[src/rtl/lsu_issue_arbiter.sv]
// lsu_issue_arbiter: round-robin issue of two LSU requesters into the
// bypass buffer, with a shadow class queue that steers the buffer head.
//
// Ports:
//   clk_i, rst_i        clock, async active-high reset
//   flush_i             synchronous clear of tracking state
//   req_valid_i/req_i/  two requesters: valid, request word, store class
//   req_is_st_i
//   req_ready_o         one-hot grant, consumed this cycle
//   lsu_req_o/_valid_o  granted request and push strobe to the bypass
//   ld_/st_valid_o      head offered to load or store unit
//   ld_/st_ready_i      unit accepts
//   pop_ld_o/pop_st_o   pop strobes to the bypass
//   busy_o              buffer holds at least one entry
module lsu_issue_arbiter #(
  parameter int REQ_W = 85,
  parameter int DEPTH = 2
) (
  input  logic               clk_i,
  input  logic               rst_i,
  input  logic               flush_i,
  input  logic [1:0]         req_valid_i,
  input  logic [2*REQ_W-1:0] req_i,
  input  logic [1:0]         req_is_st_i,
  output logic [1:0]         req_ready_o,
  output logic [REQ_W-1:0]   lsu_req_o,
  output logic               lsu_req_valid_o,
  output logic               ld_valid_o,
  output logic               st_valid_o,
  input  logic               ld_ready_i,
  input  logic               st_ready_i,
  output logic               pop_ld_o,
  output logic               pop_st_o,
  output logic               busy_o
);

  localparam int CW = $clog2(DEPTH + 1);
  localparam int PW = (DEPTH > 1) ? $clog2(DEPTH) : 1;
  localparam logic [CW-1:0] FULL = CW'(DEPTH);
  localparam logic [PW-1:0] LAST = PW'(DEPTH - 1);

  logic [CW-1:0]    cnt;
  logic [DEPTH-1:0] cls_q;
  logic [PW-1:0]    wr_ptr;
  logic [PW-1:0]    rd_ptr;
  logic             rr_q;

  logic             head_st;
  logic             nonempty;
  logic             pop;
  logic             push;
  logic             space;
  logic             sel;
  logic [1:0]       gnt;

  assign head_st  = cls_q[rd_ptr];
  assign nonempty = (cnt != '0);

  assign ld_valid_o = nonempty & ~head_st & ~flush_i;
  assign st_valid_o = nonempty & head_st & ~flush_i;
  assign pop_ld_o   = ld_valid_o & ld_ready_i;
  assign pop_st_o   = st_valid_o & st_ready_i;
  assign pop        = pop_ld_o | pop_st_o;
  assign busy_o     = nonempty;

  // A pop in the same cycle frees the slot the push needs.
  assign space = (cnt < FULL) | pop;

  // Grant is gated by rst_i so the outputs fall with the reset edge
  // rather than waiting for the state to be cleared.
  always_comb begin
    gnt = 2'b00;
    if (!rst_i && !flush_i && space) begin
      if (&req_valid_i) begin
        gnt = rr_q ? 2'b10 : 2'b01;
      end else begin
        gnt = req_valid_i;
      end
    end
  end

  assign push            = |gnt;
  assign sel             = push ? gnt[1] : rr_q;
  assign req_ready_o     = gnt;
  assign lsu_req_valid_o = push;
  assign lsu_req_o       = sel ? req_i[REQ_W +: REQ_W]
                               : req_i[0 +: REQ_W];

  function automatic logic [PW-1:0] inc(input logic [PW-1:0] p);
    return (p == LAST) ? '0 : p + PW'(1);
  endfunction

  always_ff @(posedge clk_i or posedge rst_i) begin
    if (rst_i) begin
      cnt    <= '0;
      cls_q  <= '0;
      wr_ptr <= '0;
      rd_ptr <= '0;
      rr_q   <= 1'b0;
    end else if (flush_i) begin
      cnt    <= '0;
      cls_q  <= '0;
      wr_ptr <= '0;
      rd_ptr <= '0;
    end else begin
      if (push) begin
        cls_q[wr_ptr] <= req_is_st_i[sel];
        wr_ptr        <= inc(wr_ptr);
        rr_q          <= ~sel;
      end
      if (pop) begin
        rd_ptr <= inc(rd_ptr);
      end
      cnt <= cnt + CW'(push) - CW'(pop);
    end
  end

endmodule
[config.mk]
export PLATFORM = sky130hd
export DESIGN_NAME = lsu_issue_arbiter
export DESIGN_NICKNAME = d
export VERILOG_FILES = /design/src/rtl/lsu_issue_arbiter.sv
export SDC_FILE = /design/constraint.sdc
export NUM_CORES = 1
export LEC_CHECK = 0
export BUFFER_PORTS_ARGS = -buffer_cell sky130_fd_sc_hd__buf_4
export CAP_MARGIN = 25
export CORE_AREA = 2 2 105 107
export CTS_CLUSTER_DIAMETER = 80
export DETAILED_ROUTE_END_ITERATION = 7
export DIE_AREA = 0 0 107 109
export HOLD_SLACK_MARGIN = 0.06
export PLACE_DENSITY = 0.84
export SETUP_SLACK_MARGIN = 0.15
export SYNTH_ARGS = -nofsm -noshare
export SYNTH_HDL_FRONTEND = slang
export SYNTH_SLANG_ARGS = --single-unit
[constraint.sdc]
create_clock -name clk_i -period 2.6 [get_ports clk_i]
set_clock_uncertainty 0.2 [all_clocks]
set_input_delay 0.39 -clock clk_i [delete_from_list [all_inputs] [get_ports clk_i]]
set_output_delay 0.39 -clock clk_i [all_outputs]
set_load 0.05 [all_outputs]
==> results of run 1 <==
-- cell usage in the layout, fill, tap and decap left out, drive strengths merged, types with 4 or more instances in the layout --
master / Yosys / layout
a21oi: 87 / 87
buf: 20 / 338
clkbuf: 58 / 7
dfrtp: 7 / 7
inv: 8 / 8
mux2i: 89 / 89
nand2b: 4 / 4
nor2: 262 / 262
nor3: 86 / 86
o211a: 85 / 85
-- power breakdown --
group	switching, uW	leakage, uW	internal (uW)
Combinational	3170	0.00337	2500
Clock	46.6	0.0000228	106
Sequential	42.6	0.0000921	129
-- cells in the mapped netlist (2+ instances only) --
library cell / count / area (um^2)
inv_1: 8 / 30.0
nand2b_1: 4 / 25.0
nor3_1: 86 / 430
and2_1: 2 / 12.5
dfrtp_1: 7 / 175
mux2i_1: 87 / 871
buf_1: 2 / 7.51
or3_1: 2 / 12.5
nand2_1: 2 / 7.51
o211a_1: 85 / 851
nor2_1: 262 / 983
o21ai_0: 2 / 10.0
nor4b_2: 2 / 30.0
clkbuf_1: 58 / 218
buf_2: 18 / 90.1
ha_1: 2 / 25.0
a21oi_1: 87 / 435
-- through the flow --
stage	total power [uW]	TNS [ns]	cell area (um^2)	utilization [%]
global placement	4600	-1.48	7150	67.4
global route	6220	-30.05	8700	82.1
CTS	5450	-20.89	8040	75.9
finish	5990	-23.48	8700	82.1
floorplan	3460	-2.50	4710	-
detailed placement	4650	-4.47	7150	67.4
-- layer usage --
layer	part of all wire, %	vias to the layer above	GRT usage [%]
met5	0	-	0
met4	5.0	0	9.18
met3	9.4	98	5.26
met2	50	479	54.8
met1	36	3189	34.8
li1	-	3149	-
-- cells by family after synthesis --
group	Yosys count	share of synthesized area [%]
AOI/OAI and AO/OA	181	31.0
xor gates and xnor gates	2	0.402
adders and majority gates	2	0.574
buffers and inverters	86	7.92
DFF	7	4.02
muxes	89	20.8
and+or+nand+nor	365	35.2
-- layout make-up --
| cell class | count | area share [%] |
|---|---|---|
| clock buffer | 4 | 0.518 |
| inverter | 8 | 0.345 |
| multi-input combinational | 639 | 54.1 |
| sequential | 7 | 2.06 |
| tap | 140 | 2.01 |
| timing repair buffer | 342 | 41.0 |
-- path summary, 6_finish.rpt --
path,slack (ns),endpoint,cells after the start
setup / recovery,-0.33,lsu_req_o[65],8
hold / removal,0.25,cnt[0]$_DFF_PP0_,2
setup reg to reg,0.05,cnt[1]$_DFF_PP0_,12
hold reg to reg,0.29,cls_q[1]$_DFFE_PP0P_,1
max in group asynchronous,1.43,rr_q$_DFFE_PP0P_,3
min in group asynchronous,0.53,cls_q[0]$_DFFE_PP0P_,3
-- sequential cells by signal (all words and copies together), names as in the netlist --
signal  cells
rd_ptr      1
cnt         2
rr_q        1
wr_ptr      1
cls_q       2
-- timing repair --
| action | 4_1_cts | 5_1_grt |
|---|---|---|
| setup endpoints to repair | 88 | 90 |
| gates resized for setup | 166 | 106 |
| buffers inserted | 12 | 5 |
| hold buffers | 1 | 0 |
| gates cloned | 1 | 3 |
| hold endpoints to repair | 7 | 0 |
| pin swaps | 2 | 32 |
==> impl_metrics.toml, run 1 <==
[outcome]
status = "complete, but fails checks"
violations = "setup timing"

[critical_path]
critPathKind = "flip-flop to primary output"
r2r_start = "rd_ptr$_DFFE_PP0P_"
crit_start = "rd_ptr$_DFFE_PP0P_"
end_kind = "primary output"
max_stage_delay_ns = 0.41
crit_buf_inv = 4
slowest_stage = "dfrtp_1"
cpMostUsedCell = "mux2i_4"
worstPathArrival_ns = 2.34
cp.required_ns = 2.01
critical-path-top-delay-family = "multiplexers"
crit_path_cell_trace = "mux2i_4 -> mux2i_4 -> buf_6 -> buf_12 -> buf_12 -> mux2i_4 -> o211a_4 -> buf_8"
start_kind = "flip-flop"
crit_fanout = 6

[logic_synthesis]
synth_edf_count = 0
syn_nets = 913
netlist_area_um2 = 4360
ys_warn_count = 0
ys.flop_type = "dfrtp_1"
synth-async-reset-ratio_pct = 100
synth_cell_types = 33
synthCells = 732
avgSynthCellArea_um2 = 5.96
yosysSeqAreaShare_pct = 4.02
synth_seq_cells = 7

[drt]
dr.pass1.iters = 5
viasPerCell = 6.07
drt_iter0_markers = 646
drc = 0
postRouteAntennaNets = 0
drt_wl_total_um = 22100
post_drt_wl_per_cell_um = 19.4
vias = 6915

[timing]
fin_crit_ns = 2.93
slew-limit-headroom_pct = 63.8
timing.hold.ws_ns = 0.247
slew_violations = 0
rsz0062_at_grt = "true"
fin_ws_ns = -0.333
fmax_mhz = 341
setup_viol = 88
worst_slew_pin_slew_ns = 0.541
finalHoldViolations = 0
fin_crit_sh_pct = 113

[floorplanning]
coreArea_um2 = 10600
die_y_um = 109
die_x_um = 107
rows = 38
start_util_pct = 41.1
dieArea_um2 = 11700
pin_count = 272

[clock_network]
cts_buffers = 3
cts_root_buf = "clkbuf_8"
clock_path_buffers = 2
insertion_delay_ns = 0.22
cts_sinks = 7
cts_tree = "done"
htree_levels = 1
clkTransAtPathRegs_ns = 0.04

[place]
numPortBuffers = 271
pre_cts_ws_ns = -0.100
placedCellCount = 1114
gp_congestion = 0.824
hpwlAfterDp_um = 12500

[pwr]
leakagePower_uw = 0.00349
powerDensity_nw_per_um2 = 688
vdd_drop_max_v = 0.000521

[layout]
drive_above_1_share_pct = 48.3
seq_area_um2 = 179
num_antenna_cells = 0
areaGrowthSynthToFinish_pct = 99.6
instances_no_fill = 1140
multi_input_area_um2 = 4710
final_nets = 1182
fill_cells = 610

[grt]
antenna_found_initial = 0
grt_pass1_vias = 6123
grt_max_degree = 88
overflow = 0
gr-usage-all-layers_pct = 29.6
grt_pass1_wl_um = 28900

[worst_hold_path]
hold_class = "primary input to flip-flop"
holdCritStartpoint = "flush_i"

[run]
max_cap_viol_count = 0
(Power assumes the default switching activity.)
==> run 2, diff against run 1 <==
- ABC_AREA: unset -> 1
- CORE_AREA: 2 2 105 107 -> 2 2 104 106
- DIE_AREA: 0 0 107 109 -> 0 0 106 108
- PLACE_DENSITY: 0.84 -> 0.58
- RECOVER_POWER: unset -> 25
- SLEW_MARGIN: unset -> 40
==> impl_metrics.toml, run 2 <==
[clock_network]
cts_sinks = 7
clock_path_buffers = 2
htree_levels = 1
cts_buffers = 3
cts_root_buf = "clkbuf_8"
insertion_delay_ns = 0.22
clkTransAtPathRegs_ns = 0.04
cts_tree = "done"

[logic_synthesis]
synth-compound-area-share_pct = 1.30
netlist_area_um2 = 1730
ys.flop_type = "dfrtp_1"
synthMuxAreaShare_pct = 0
synth_top_family_by_area = "simple AND/OR/NAND/NOR gates"
ys_warn_count = 0
yosysTopAreaCellShare_pct = 39.9
yosysMostFrequentCell = "nand2_1"
synth_edf_count = 0
synthTopCellsByArea = "nand2_1, nand3_1, dfrtp_1, inv_1, buf_2"
syn_nets = 536
synthCells = 355
yosysSeqAreaShare_pct = 10.1
avgSynthCellArea_um2 = 4.87
synth-async-reset-ratio_pct = 100
synthAdderAreaFrac_pct = 1.45
synth_seq_cells = 7
synth_commonest_cells = "nand2_1, nand3_1, inv_1, buf_2, nor2_1"
synthXorXnorAreaFrac_pct = 1.01
synth.largest_area_cell = "nand2_1"
synth-simple-area-share_pct = 71.8
synth_cell_types = 20

[drt]
viasPerCell = 4.53
drc = 0
drt_iter0_markers = 164
postRouteAntennaNets = 0
dr.pass1.iters = 4
drt_wl_total_um = 12100
post_drt_wl_per_cell_um = 15.7
vias = 3507

[pwr]
vdd_drop_max_v = 0.000378
powerDensity_nw_per_um2 = 809
leakagePower_uw = 0.00294

[timing]
rsz0062_at_grt = "true"
fin_crit_ns = 2.61
setup_viol = 1
slew-limit-headroom_pct = 70.7
fin_crit_sh_pct = 100
fmax_mhz = 383
worst_slew_pin_slew_ns = 0.437
finalHoldViolations = 0
fin_ws_ns = -0.0116
fin_setup_tns_ns = -0.0116
slew_violations = 0

[floorplanning]
start_util_pct = 16.9
die_y_um = 108
pin_count = 272
coreArea_um2 = 10200
die_x_um = 106
rows = 37
dieArea_um2 = 11400

[critical_path]
cp.required_ns = 2.01
worstPathArrival_ns = 2.02
cpMostUsedCell = "nand3_4"
slowest_stage = "dfrtp_1"
start_kind = "flip-flop"
critical-path-top-delay-family = "simple AND/OR/NAND/NOR gates"
crit_start = "rd_ptr$_DFFE_PP0P_"
critPathKind = "flip-flop to primary output"
max_stage_delay_ns = 0.41
crit_buf_inv = 4
crit_fanout = 11
crit_path_cell_trace = "inv_2 -> nand2_1 -> nand2_2 -> nand3_4 -> nand3_4 -> nand3_4 -> nand2_8 -> buf_12 -> buf_12 -> nand3_1 -> nand2_1 -> buf_6"
end_kind = "primary output"
r2r_start = "rd_ptr$_DFFE_PP0P_"

[grt]
grt_pass1_vias = 3194
gr-usage-all-layers_pct = 15.3
antenna_found_initial = 0
grt_max_degree = 45
grt_pass1_wl_um = 14700
overflow = 0

[worst_hold_path]
hold_class = "primary input to flip-flop"
holdCritStartpoint = "flush_i"

[outcome]
violations = "setup timing"
status = "complete, but fails checks"

[layout]
multi_input_area_um2 = 1690
num_antenna_cells = 0
fill_cells = 970
final_common_cell = "buf_4"
reg.largest.list = "cls_q (2), cnt (2)"
final_nets = 820
areaGrowthSynthToFinish_pct = 199
instances_no_fill = 774
seq_area_um2 = 178
layout_common_cells = "buf_4, nand2_1, nand3_1, buf_6, nand2_2"
drive_above_1_share_pct = 61.6

[place]
hpwlAfterDp_um = 7410
placedCellCount = 741
gp_congestion = 0.774
numPortBuffers = 271

[run]
max_cap_viol_count = 0
run 2: timing repair:
action                                 in CTS  in global routing
setup endpoints to repair                  85                 85
pin swaps                                   5                 15
hold buffers                                1                  0
gates resized for setup                    59                146
endpoints found under the hold margin       7                  0
setup buffers                               4                  6
cloned                                      2                 16
run 2: metal layers:
layer | vias to the layer above | GRT usage (%) | wire length, um | part of all wire (%)
met3 | 14 | 3.25 | 875 | 7.2
li1 | 1705 | - | - | -
met5 | - | 0 | 0 | 0
met1 | 1614 | 17.3 | 4550 | 37
met2 | 174 | 29.9 | 6560 | 54
met4 | 0 | 2.54 | 141 | 1.2
run 2: layout make-up:
| type | instances | share of cell area, % |
|---|---|---|
| inverter | 21 | 1.53 |
| multi-input combinational | 302 | 32.7 |
| clock buffer | 4 | 0.871 |
| sequential | 7 | 3.44 |
| timing repair buffer | 304 | 58.2 |
| tap | 136 | 3.29 |
run 2: stage by stage:
stage          util (%)  worst slack [ns]  total power, uW  instance area (um^2)  hold slack, ns
2_1_floorplan         -             0.241             2090                  1730        -0.00660
3_3_place_gp       38.1             0.157             2980                  3890           0.153
3_5_place_dp       38.1            0.0894             3000                  3890           0.155
4_1_cts            41.7            0.0516             3420                  4260           0.175
5_1_grt            50.5            -0.100             4380                  5170           0.185
6_report           50.5           -0.0116             4180                  5170           0.180
run 2: worst paths after layout:
check / end / slack (ns) / cells past startpoint
hold / removal: cnt[1]$_DFF_PP0_ / 0.18 / 2
setup reg to reg: cnt[1]$_DFF_PP0_ / 0.56 / 12
min in group asynchronous: cnt[0]$_DFF_PP0_ / 0.47 / 3
hold reg to reg: cls_q[0]$_DFFE_PP0P_ / 0.34 / 2
max in group asynchronous: rr_q$_DFFE_PP0P_ / 1.47 / 3
setup / recovery: lsu_req_o[22] / -0.01 / 12
run 2: cells by family after synthesis:
family,after synthesis
adder cells (fa/ha/maj),2
AO/OA/AOI/OAI,4
flip-flops,7
XOR/XNOR,2
AND/OR/NAND/NOR,292
buffers and inverters,48
run 2: where the power goes:
part | switching [uW] | internal (uW)
combinational | 2330 | 1550
clock | 43.7 | 106
sequential | 24.2 | 129
==> run 3, diff against run 2 <==
- CELL_PAD_IN_SITES_DETAIL_PLACEMENT: unset -> 1
- CELL_PAD_IN_SITES_GLOBAL_PLACEMENT: unset -> 2
- CORE_AREA: 2 2 104 106 -> unset
- CORE_UTILIZATION: unset -> 10
- DIE_AREA: 0 0 106 108 -> unset
- PLACE_DENSITY: 0.58 -> 0.9
==> impl_metrics.toml, run 3 (synthesized netlist as in run 2, its figures left out) <==
[timing]
fin_crit_ns = 2.55
worst_slew_pin_slew_ns = 0.417
timing.hold.ws_ns = 0.192
fmax_mhz = 392
setup_viol = 0
slew_violations = 0
finalHoldViolations = 0
fin_crit_sh_pct = 98.2
rsz0062_at_grt = "true"
slew-limit-headroom_pct = 72.1

[worst_hold_path]
hold_depth = 2
holdCritStartpoint = "flush_i"
hold_class = "primary input to flip-flop"
hold_path_end = "cnt[1]$_DFF_PP0_"

[layout]
num_antenna_cells = 0
drive_above_1_share_pct = 59.4
instances_no_fill = 851
final_common_cell = "buf_4"
reg.largest.list = "cls_q (2), cnt (2)"
areaGrowthSynthToFinish_pct = 195
final_nets = 813
fill_cells = 2079
layout_common_cells = "buf_4, nand2_1, buf_6, nand3_1, nand2_2"

[drt]
post_drt_wl_per_cell_um = 14.6
vias = 3421
drc = 0
viasPerCell = 4.02
postRouteAntennaNets = 0
drt_iter0_markers = 64
drt_wl_total_um = 12400
dr.pass1.iters = 4

[outcome]
status = "complete, no violations"

[floorplanning]
coreArea_um2 = 16800
rows = 47
die_y_um = 134
die_x_um = 134
dieArea_um2 = 17800
start_util_pct = 10.3
pin_count = 272

[pwr]
vdd_drop_max_v = 0.000341
leakagePower_uw = 0.00285
p_total_uw = 4120
powerDensity_nw_per_um2 = 807

[critical_path]
reg2reg_depth = 11
crit_path_cell_trace = "inv_1 -> nand2_1 -> nand2_2 -> nand3_2 -> nand3_4 -> nand3_4 -> nand2_8 -> buf_12 -> buf_12 -> nand3_1 -> nand2_2 -> buf_8"
r2r-end = "cnt[1]$_DFF_PP0_"
slowest_stage = "dfrtp_1"
max_stage_delay_ns = 0.40
rrSetupSlack_ns = 0.60
start_kind = "flip-flop"
worstPathArrival_ns = 1.96
critPathKind = "flip-flop to primary output"
end_kind = "primary output"
crit_fanout = 10
r2r_start = "rd_ptr$_DFFE_PP0P_"
cp.required_ns = 2.01

[place]
placedCellCount = 832
numPortBuffers = 271
gp_congestion = 0.759
hpwlAfterDp_um = 8600

[clock_network]
cts_sinks = 7
cts_buffers = 3
clkTransAtPathRegs_ns = 0.04
insertion_delay_ns = 0.23
htree_levels = 1
clock_path_buffers = 2
cts_root_buf = "clkbuf_16"
cts_tree = "done"

[run]
max_cap_viol_count = 0

[grt]
grt_max_degree = 46
overflow = 0
antenna_found_initial = 0
grt_pass1_vias = 3453
gr-usage-all-layers_pct = 12.1
grt_pass1_wl_um = 17500
-- run 3: cell count changes in the layout (fill, tap and decap cells not counted), moves of 9 or more --
cell,delta
buf_6,+30
buf_8,-15
buf_4,-14
nand2_4,-10
nand2_1,+9
-- run 3: timing repair --
action / 4_1_cts / 5_1_grt
buffers inserted: 3 / 1
hold buffers: 1 / 0
pin swaps: 8 / 10
resized for setup: 88 / 100
gates cloned: 4 / 6
hold endpoints to repair: 7 / 0
setup endpoints to repair: 85 / 86
-- run 3: worst max-delay path: cells and delay by family (launching register included) --
kind | cells | cell delay [ns]
simple gates | 8 | 0.79
buf+inv | 4 | 0.53
flops | 1 | 0.40
-- run 3: cell type report --
type                            count  area (um^2)  share of cell area, %
Timing Repair Buffer              299         2890                   56.5
Inverter                           21         78.8                   1.54
Clock buffer                        4         78.8                   1.54
Sequential cell                     7          175                   3.43
Multi-Input combinational cell    300         1620                   31.6
Tap cell                          220          275                   5.39
-- run 3: layer usage --
| metal | routed length (um) | GRT usage, % |
|---|---|---|
| met1 | 4650 | 13.2 |
| met2 | 6680 | 23.7 |
| met3 | 1090 | 3.46 |
| met4 | 25 | 0.947 |
| met5 | 0 | 0 |
-- run 3: how the worst max path moves through the flow --
stage / startpoint / endpoint / slack [ns] / depth (start not counted)
finish: rd_ptr$_DFFE_PP0P_ / lsu_req_o[2] / 0.05 / 12
global route: rd_ptr$_DFFE_PP0P_ / lsu_req_o[21] / -0.07 / 11
CTS: rd_ptr$_DFFE_PP0P_ / lsu_req_o[33] / 0.004 / 11
detailed placement: flush_i / lsu_req_o[2] / 0.09 / 11
global placement: cnt[0]$_DFF_PP0_ / lsu_req_o[4] / 0.13 / 11
floorplan: cnt[1]$_DFF_PP0_ / lsu_req_o[29] / 0.24 / 11
-- run 3: stage by stage --
| step | TNS (ns) | instance area (um^2) | setup slack [ns] | util (%) |
|---|---|---|---|---|
| final | 0 | 5110 | 0.0473 | 30.5 |
| after global routing | -3.45 | 5110 | -0.0706 | 30.5 |
| after CTS | 0 | 4610 | 0.00366 | 27.5 |
| after detailed placement | 0 | 4050 | 0.0897 | 24.2 |
| after global placement | 0 | 4050 | 0.133 | 24.2 |
| after floorplan | 0 | 1730 | 0.241 | - |
-- run 3: power by group --
part	total, uW	switching [uW]	leakage (uW)	internal, uW
clock	265	61.0	0.0000382	204
sequential	150	22.1	0.0000938	128
combinational	3710	2280	0.00271	1430
